[config.mk]
export PLATFORM = sky130hd
export DESIGN_NAME = send_cmd_scheduler_flat
export DESIGN_NICKNAME = d
export VERILOG_FILES = /design/src/rtl/send_sched_pkg.sv /design/src/rtl/send_cmd_scheduler_if.sv /design/src/rtl/send_cmd_channel.sv /design/src/rtl/send_cmd_scheduler.sv /design/src/flat_wrapper.sv
export SDC_FILE = /design/constraint.sdc
export NUM_CORES = 1
export LEC_CHECK = 0
export ABC_AREA = 0
export CORE_UTILIZATION = 40
export DETAILED_ROUTE_END_ITERATION = 8
export SKIP_CTS_REPAIR_TIMING = 1
export SKIP_LAST_GASP = 1
export SLEW_MARGIN = 20
export SYNTH_ARGS = -nofsm -noshare
export SYNTH_HDL_FRONTEND = slang
export SYNTH_SLANG_ARGS = --single-unit
[constraint.sdc]
create_clock -name clk_50 -period 2.5 [get_ports clk_50]
set_input_delay 0.25 -clock clk_50 [delete_from_list [all_inputs] [get_ports clk_50]]
set_output_delay 0.25 -clock clk_50 [all_outputs]
set_load 0.02 [all_outputs]
[src/rtl/send_sched_pkg.sv]
// Shared types and slot arithmetic for the packet-send trigger scheduler.
package send_sched_pkg;

  typedef enum logic [1:0] {
    IDLE  = 2'd0,
    PULSE = 2'd1,
    DONE  = 2'd2
  } ch_state_t;

  // Counter value at which channel ch is offered its send slot.
  function automatic logic [31:0] slot_of(input int unsigned ch,
                                          input logic [31:0] offset0,
                                          input logic [31:0] stagger);
    return offset0 + ch * stagger;
  endfunction

endpackage

[src/rtl/send_cmd_scheduler_if.sv]
// Control inputs and per-channel send/address/statistics outputs of the scheduler.
interface send_cmd_scheduler_if #(
  parameter int N_CH   = 2,
  parameter int ADDR_W = 25,
  parameter int STAT_W = 16
);
  logic                     run_en;
  logic                     oneshot;
  logic [N_CH-1:0]          ch_mask;
  logic [N_CH-1:0]          ch_busy;
  logic [N_CH-1:0]          cmd_send;
  logic [N_CH*ADDR_W-1:0]   start_addr;
  logic [N_CH*STAT_W-1:0]   sent_cnt;
  logic [N_CH*STAT_W-1:0]   skip_cnt;

  modport master (
    output run_en, oneshot, ch_mask, ch_busy,
    input  cmd_send, start_addr, sent_cnt, skip_cnt
  );

  modport slave (
    input  run_en, oneshot, ch_mask, ch_busy,
    output cmd_send, start_addr, sent_cnt, skip_cnt
  );
endinterface

[src/rtl/send_cmd_channel.sv]
// One send channel: slot FSM, fixed-length pulse, frame-ring address and saturating stats.
module send_cmd_channel
  import send_sched_pkg::*;
#(
  parameter int                PULSE_LEN = 3,
  parameter int                ADDR_W    = 25,
  parameter logic [ADDR_W-1:0] ADDR_BASE = 25'd1,
  parameter logic [ADDR_W-1:0] ADDR_STEP = 25'd64,
  parameter int                N_FRAMES  = 4,
  parameter int                STAT_W    = 16
) (
  input  logic              clk_50,
  input  logic              rst_n,
  input  logic              hit_i,
  input  logic              mask_i,
  input  logic              busy_i,
  input  logic              run_en_i,
  input  logic              oneshot_i,
  output logic              cmd_send_o,
  output logic [ADDR_W-1:0] start_addr_o,
  output logic [STAT_W-1:0] sent_cnt_o,
  output logic [STAT_W-1:0] skip_cnt_o
);

  localparam int TMR_W = $clog2(PULSE_LEN + 1);
  localparam int IDX_W = $clog2(N_FRAMES + 1);

  ch_state_t         state_q;
  logic [TMR_W-1:0]  tmr_q;
  logic [IDX_W-1:0]  idx_q;
  logic              cmd_q;
  logic [ADDR_W-1:0] addr_q;
  logic [STAT_W-1:0] sent_q;
  logic [STAT_W-1:0] skip_q;

  function automatic logic [STAT_W-1:0] sat_inc(input logic [STAT_W-1:0] v);
    return (&v) ? v : v + 1'b1;
  endfunction

  // tmr_q counts the remaining high clocks after the current one.
  always_ff @(posedge clk_50 or negedge rst_n) begin
    if (!rst_n) begin
      state_q <= IDLE;
      tmr_q   <= '0;
      idx_q   <= '0;
      cmd_q   <= 1'b0;
      addr_q  <= ADDR_BASE;
      sent_q  <= '0;
      skip_q  <= '0;
    end else begin
      unique case (state_q)
        IDLE: begin
          if (hit_i && mask_i) begin
            if (busy_i) begin
              skip_q <= sat_inc(skip_q);
            end else begin
              state_q <= PULSE;
              cmd_q   <= 1'b1;
              tmr_q   <= TMR_W'(PULSE_LEN - 1);
              sent_q  <= sat_inc(sent_q);
            end
          end
        end
        PULSE: begin
          if (tmr_q == '0) begin
            cmd_q   <= 1'b0;
            state_q <= oneshot_i ? DONE : IDLE;
            if (idx_q == IDX_W'(N_FRAMES - 1)) begin
              idx_q  <= '0;
              addr_q <= ADDR_BASE;
            end else begin
              idx_q  <= idx_q + 1'b1;
              addr_q <= addr_q + ADDR_STEP;
            end
          end else begin
            tmr_q <= tmr_q - 1'b1;
          end
        end
        DONE: begin
          if (!run_en_i) state_q <= IDLE;
        end
        default: state_q <= IDLE;
      endcase
    end
  end

  assign cmd_send_o   = cmd_q;
  assign start_addr_o = addr_q;
  assign sent_cnt_o   = sent_q;
  assign skip_cnt_o   = skip_q;

endmodule

[src/rtl/send_cmd_scheduler.sv]
// Staggered cmd_send generator: shared period counter, per-channel slot compare, output packing.
module send_cmd_scheduler
  import send_sched_pkg::*;
#(
  parameter int                N_CH      = 2,
  parameter int                CNT_W     = 32,
  parameter int                ADDR_W    = 25,
  parameter logic [31:0]       PERIOD    = 32'd528,
  parameter logic [31:0]       OFFSET0   = 32'd255,
  parameter logic [31:0]       STAGGER   = 32'd256,
  parameter int                PULSE_LEN = 3,
  parameter logic [ADDR_W-1:0] ADDR_BASE = 25'd1,
  parameter logic [ADDR_W-1:0] ADDR_STEP = 25'd64,
  parameter int                N_FRAMES  = 4,
  parameter int                STAT_W    = 16
) (
  input  logic                  clk_50,
  input  logic                  rst_n,
  send_cmd_scheduler_if.slave   bus
);

  if (OFFSET0 + (N_CH - 1) * STAGGER + PULSE_LEN >= PERIOD) begin : g_bad_schedule
    $fatal(1, "send_cmd_scheduler: last slot plus pulse does not fit in PERIOD");
  end

  logic [CNT_W-1:0] cnt_q;
  logic [CNT_W-1:0] cnt_d;
  logic [N_CH-1:0]  hit;

  always_comb begin
    cnt_d = cnt_q;
    if (bus.run_en) begin
      cnt_d = (cnt_q == CNT_W'(PERIOD - 32'd1)) ? '0 : cnt_q + CNT_W'(1);
    end
  end

  always_ff @(posedge clk_50 or negedge rst_n) begin
    if (!rst_n) cnt_q <= '0;
    else        cnt_q <= cnt_d;
  end

  for (genvar g = 0; g < N_CH; g++) begin : g_ch
    assign hit[g] = bus.run_en && (cnt_q == CNT_W'(slot_of(g, OFFSET0, STAGGER)));

    send_cmd_channel #(
      .PULSE_LEN (PULSE_LEN),
      .ADDR_W    (ADDR_W),
      .ADDR_BASE (ADDR_BASE),
      .ADDR_STEP (ADDR_STEP),
      .N_FRAMES  (N_FRAMES),
      .STAT_W    (STAT_W)
    ) u_ch (
      .clk_50       (clk_50),
      .rst_n        (rst_n),
      .hit_i        (hit[g]),
      .mask_i       (bus.ch_mask[g]),
      .busy_i       (bus.ch_busy[g]),
      .run_en_i     (bus.run_en),
      .oneshot_i    (bus.oneshot),
      .cmd_send_o   (bus.cmd_send[g]),
      .start_addr_o (bus.start_addr[g*ADDR_W +: ADDR_W]),
      .sent_cnt_o   (bus.sent_cnt[g*STAT_W +: STAT_W]),
      .skip_cnt_o   (bus.skip_cnt[g*STAT_W +: STAT_W])
    );
  end

endmodule

[src/flat_wrapper.sv]
// flat-port wrapper written by rule: the top's interface ports become plain ports
module send_cmd_scheduler_flat import send_sched_pkg::*;
#(
  parameter int                N_CH      = 2,
  parameter int                CNT_W     = 32,
  parameter int                ADDR_W    = 25,
  parameter logic [31:0]       PERIOD    = 32'd528,
  parameter logic [31:0]       OFFSET0   = 32'd255,
  parameter logic [31:0]       STAGGER   = 32'd256,
  parameter int                PULSE_LEN = 3,
  parameter logic [ADDR_W-1:0] ADDR_BASE = 25'd1,
  parameter logic [ADDR_W-1:0] ADDR_STEP = 25'd64,
  parameter int                N_FRAMES  = 4,
  parameter int                STAT_W    = 16
)
  (clk_50, rst_n, bus_run_en, bus_oneshot, bus_ch_mask, bus_ch_busy, bus_cmd_send, bus_start_addr, bus_sent_cnt, bus_skip_cnt);
  send_cmd_scheduler_if #(.N_CH(N_CH), .ADDR_W(ADDR_W), .STAT_W(STAT_W)) bus_i ();
  input  logic clk_50;
  input  logic rst_n;
  input wire logic [$bits(bus_i.run_en)-1:0] bus_run_en;
  input wire logic [$bits(bus_i.oneshot)-1:0] bus_oneshot;
  input wire logic [$bits(bus_i.ch_mask)-1:0] bus_ch_mask;
  input wire logic [$bits(bus_i.ch_busy)-1:0] bus_ch_busy;
  output wire logic [$bits(bus_i.cmd_send)-1:0] bus_cmd_send;
  output wire logic [$bits(bus_i.start_addr)-1:0] bus_start_addr;
  output wire logic [$bits(bus_i.sent_cnt)-1:0] bus_sent_cnt;
  output wire logic [$bits(bus_i.skip_cnt)-1:0] bus_skip_cnt;
  assign bus_i.run_en = bus_run_en;
  assign bus_i.oneshot = bus_oneshot;
  assign bus_i.ch_mask = bus_ch_mask;
  assign bus_i.ch_busy = bus_ch_busy;
  assign bus_cmd_send = bus_i.cmd_send;
  assign bus_start_addr = bus_i.start_addr;
  assign bus_sent_cnt = bus_i.sent_cnt;
  assign bus_skip_cnt = bus_i.skip_cnt;
  send_cmd_scheduler #(.N_CH(N_CH), .CNT_W(CNT_W), .ADDR_W(ADDR_W), .PERIOD(PERIOD), .OFFSET0(OFFSET0), .STAGGER(STAGGER), .PULSE_LEN(PULSE_LEN), .ADDR_BASE(ADDR_BASE), .ADDR_STEP(ADDR_STEP), .N_FRAMES(N_FRAMES), .STAT_W(STAT_W)) u_core (.clk_50(clk_50), .rst_n(rst_n), .bus(bus_i));
endmodule
==> impl_metrics.ini <==
[yosys]
synth_seq_area_share = 0.5012
netlist.top_cell.by_area = sky130_fd_sc_hd__dfrtp_1
syn-cell-area_um2 = 7595
ys.warnings.count = 0
count_of_flip_flops_with_a_built_in_enable_after_synthesis = 0
post_synthesis_average_cell_area_um2 = 10.22
post_synth_inst_count = 743
synth_seq_cells = 152
ys_async_sr_fraction = 1.000
post_synth_main_area_contributors = sky130_fd_sc_hd__dfrtp_1 49%, sky130_fd_sc_hd__xnor2_1 6.6%, sky130_fd_sc_hd__xor2_1 6.5%
yosys.area.top_type_share = 0.4942
synth_ff_type = sky130_fd_sc_hd__dfrtp_1
distinct_cell_type_count_of_the_synthesized_netlist = 53

[route]
finalWirelength_um = 16370
postRouteAntennaNets = 0
remaining_drc_errors = 0
routed-via-count = 5861
avgViaCountPerCell = 5.187
number_of_iterations_in_the_first_detailed_routing_pass = 4
dr.first_iter.drc_count = 297
route.detailed.wl_per_inst_um = 14.49

[final_layout]
multi_input_area_um2 = 3576
fin_nets = 902
core_occupancy_in_the_finished_layout = 0.5212
layout-drive-gt1-share = 0.1150
layout.cells.non_filler = 1130
syn_to_final_growth_pct = 27.94
num_antenna_cells = 0
register_area_um2 = 3806
n_fill_cell = 1637

[timing]
final.period_utilization = 0.9186
timing_worst_slew_pin_value_ps = 610.0
clock.fmax_mhz = 435.4
setup_viol = 0
finalHoldViolations = 0
finClkSkew_ps = 8.546
grt_setup_unrepaired = false
finalSetupTns_ps = 0
report.final.slew_viol_count = 0
relSlewSlack = 0.5902
layout_min_cycle_time_ps = 2297
hold_ws_ps = 329.6
setup_ws_ps = 203.5

[global_route]
grt_antenna_before_repair = 0
global_route.usage.total = 0.1780
number_of_global_route_vias_before_repair = 5777
wire_length_of_the_first_global_routing_pass_um = 28390
grt_start_max_net_pins = 57
gr-total-overflow = 0

[placement]
dp_slack_ps = 112.6
port_buffers = 113
hpwl_um = 11760
gp_routability_congestion = 0.8265
place.detailed.instances = 1097

[clock_network]
cts_root_buffer = sky130_fd_sc_hd__clkbuf_16
cts_tree = built
insertion_delay_ps = 420
numCtsBuffers = 17
tritoncts_num_sinks = 152
htree_levels = 4
clk_path_buf_depth = 2
clkSlewWorstSetupHoldPaths_ps = 60

[floorplan]
core_area_um2 = 18640
die_area_um2 = 19540
rows = 50
io_pins = 124
die-width_um = 139.8
initial_core_util = 0.4074
die_height_um = 139.8

[setup_path]
startpoint_type = register
regToRegStartpoint = u_core.cnt_q[15]
timing.critical_path.to_type = register
worst_ep_arrival_time_ps = 2600
worst_endpoint_required_time_ps = 2800
timing.critical_path.fanout_max = 6
startpoint = u_core.cnt_q[15]
critical_path_class = reg2reg

[flow_run]
drv.max_cap_violation_count = 0

[power]
cellLeakagePower_nw = 4.312
power.density_nw_per_um2 = 537.5
ir_drop_mv = 0.4860

[worst_hold_path]
hold_class = in2async

[run_status]
outcome = complete, no violations
-- final timing paths --
path / slack [ps] / cells past startpoint / to
max: 200 / 5 / u_core.g_ch[0].u_ch.skip_cnt_o[1]
min: 330 / 2 / u_core.g_ch[0].u_ch.start_addr_o[21]
max reg2reg: 200 / 5 / u_core.g_ch[0].u_ch.skip_cnt_o[1]
min reg2reg: 480 / 2 / u_core.g_ch[1].u_ch.idx_q[1]
max in group asynchronous: 1500 / 3 / u_core.g_ch[1].u_ch.start_addr_o[0]
min in group clk_50: 480 / 2 / u_core.g_ch[1].u_ch.idx_q[1]
-- cells by family after synthesis --
logic type | share of synthesized area
AOI/OAI and AO/OA | 0.02916
xor gates and xnor gates | 0.1303
adders and majority gates | 0.01812
buffers and inverters | 0.03245
DFF | 0.5012
muxes | 0.007248
other | 0.0004938
and+or+nand+nor | 0.2811
-- registers in the layout (all words and copies together) (netlist names) --
register and flops:
u_core.cnt_q 32, u_core.g_ch.u_ch.cmd_send_o 2, u_core.g_ch.u_ch.tmr_q 4, u_core.g_ch.u_ch.sent_cnt_o 32, u_core.g_ch.u_ch.start_addr_o 40, u_core.g_ch.u_ch.idx_q 6, u_core.g_ch.u_ch.state_q 4, u_core.g_ch.u_ch.skip_cnt_o 32
-- per-layer routing --
layer | track usage | share of wire | vias up
met1 | 0.2386 | 0.48 | 2881
li1 | - | - | 2853
met5 | 0 | 0 | -
met2 | 0.2821 | 0.47 | 110
met4 | 0.06478 | 0.013 | 0
met3 | 0.03992 | 0.037 | 17
-- cell usage in the layout (no fill, tap or decap), types with 3 or more instances in the layout --
master                            count
sky130_fd_sc_hd__a21oi_1              8
sky130_fd_sc_hd__and3_1              19
sky130_fd_sc_hd__and4_1              11
sky130_fd_sc_hd__buf_4               29
sky130_fd_sc_hd__clkbuf_16           17
sky130_fd_sc_hd__clkdlybuf4s50_1    112
sky130_fd_sc_hd__clkinv_2             4
sky130_fd_sc_hd__clkinvlp_4           4
sky130_fd_sc_hd__conb_1              10
sky130_fd_sc_hd__dfrtp_1            150
sky130_fd_sc_hd__ha_1                11
sky130_fd_sc_hd__inv_1               18
sky130_fd_sc_hd__mux2_2               3
sky130_fd_sc_hd__nand2_1             78
sky130_fd_sc_hd__nand2b_1            10
sky130_fd_sc_hd__nand3_1             50
sky130_fd_sc_hd__nand4_1             38
sky130_fd_sc_hd__nor2_1              64
sky130_fd_sc_hd__nor3_1              20
sky130_fd_sc_hd__nor3_2              15
sky130_fd_sc_hd__nor4_1              24
sky130_fd_sc_hd__nor4_4               3
sky130_fd_sc_hd__nor4b_1              3
sky130_fd_sc_hd__o21ai_0             18
sky130_fd_sc_hd__o22ai_1              3
sky130_fd_sc_hd__o31ai_1              3
sky130_fd_sc_hd__or2_2                7
sky130_fd_sc_hd__or3_1                7
sky130_fd_sc_hd__xnor2_1             57
sky130_fd_sc_hd__xor2_1              56
-- Yosys cell counts, types with 5 or more instances --
cell                       number
sky130_fd_sc_hd__or3_1          7
sky130_fd_sc_hd__dfrtp_1      150
sky130_fd_sc_hd__nor4_1        24
sky130_fd_sc_hd__buf_4         13
sky130_fd_sc_hd__nand3_1       50
sky130_fd_sc_hd__nor3_1        20
sky130_fd_sc_hd__xor2_1        56
sky130_fd_sc_hd__nor2_1        64
sky130_fd_sc_hd__ha_1          11
sky130_fd_sc_hd__clkbuf_1      14
sky130_fd_sc_hd__a21oi_1        8
sky130_fd_sc_hd__nand2b_1      10
sky130_fd_sc_hd__buf_2          5
sky130_fd_sc_hd__nand4_1       38
sky130_fd_sc_hd__xnor2_1       57
sky130_fd_sc_hd__and3_1        19
sky130_fd_sc_hd__o21ai_0       18
sky130_fd_sc_hd__nand2_1       78
sky130_fd_sc_hd__or2_2          7
sky130_fd_sc_hd__and4_1        11
sky130_fd_sc_hd__inv_1         18
sky130_fd_sc_hd__nor3_2        15
-- layout make-up --
class | count | share of cell area
Sequential cell | 152 | 0.3917
Multi-Input combinational cell | 549 | 0.3680
Timing Repair Buffer | 145 | 0.1441
Clock buffer | 20 | 0.04597
Tap cell | 234 | 0.03013
Clock inverter | 12 | 0.01313
Inverter | 18 | 0.006953
-- critical path, stage by stage (launching register included) --
cell                      delay [ps]
sky130_fd_sc_hd__dfrtp_1         380
sky130_fd_sc_hd__or4_4           610
sky130_fd_sc_hd__nor4_2          370
sky130_fd_sc_hd__nand2_1         240
sky130_fd_sc_hd__nor2_1          210
sky130_fd_sc_hd__mux2_2          350
-- where the power goes --
part | internal (mW) | switching, mW
registers | 2.50 | 0.0492
clock network | 1.49 | 1.01
logic | 0.0617 | 0.110
-- through the flow --
stage | total power, mW | instance area [um^2]
2_1_floorplan | 2.680 | 7629
3_3_place_gp | 2.758 | 9133
3_5_place_dp | 2.768 | 9133
4_1_cts | 5.298 | 9707
5_1_grt | 5.429 | 9717
6_report | 5.223 | 9717
No activity file was read; power rests on OpenSTA's default activity.
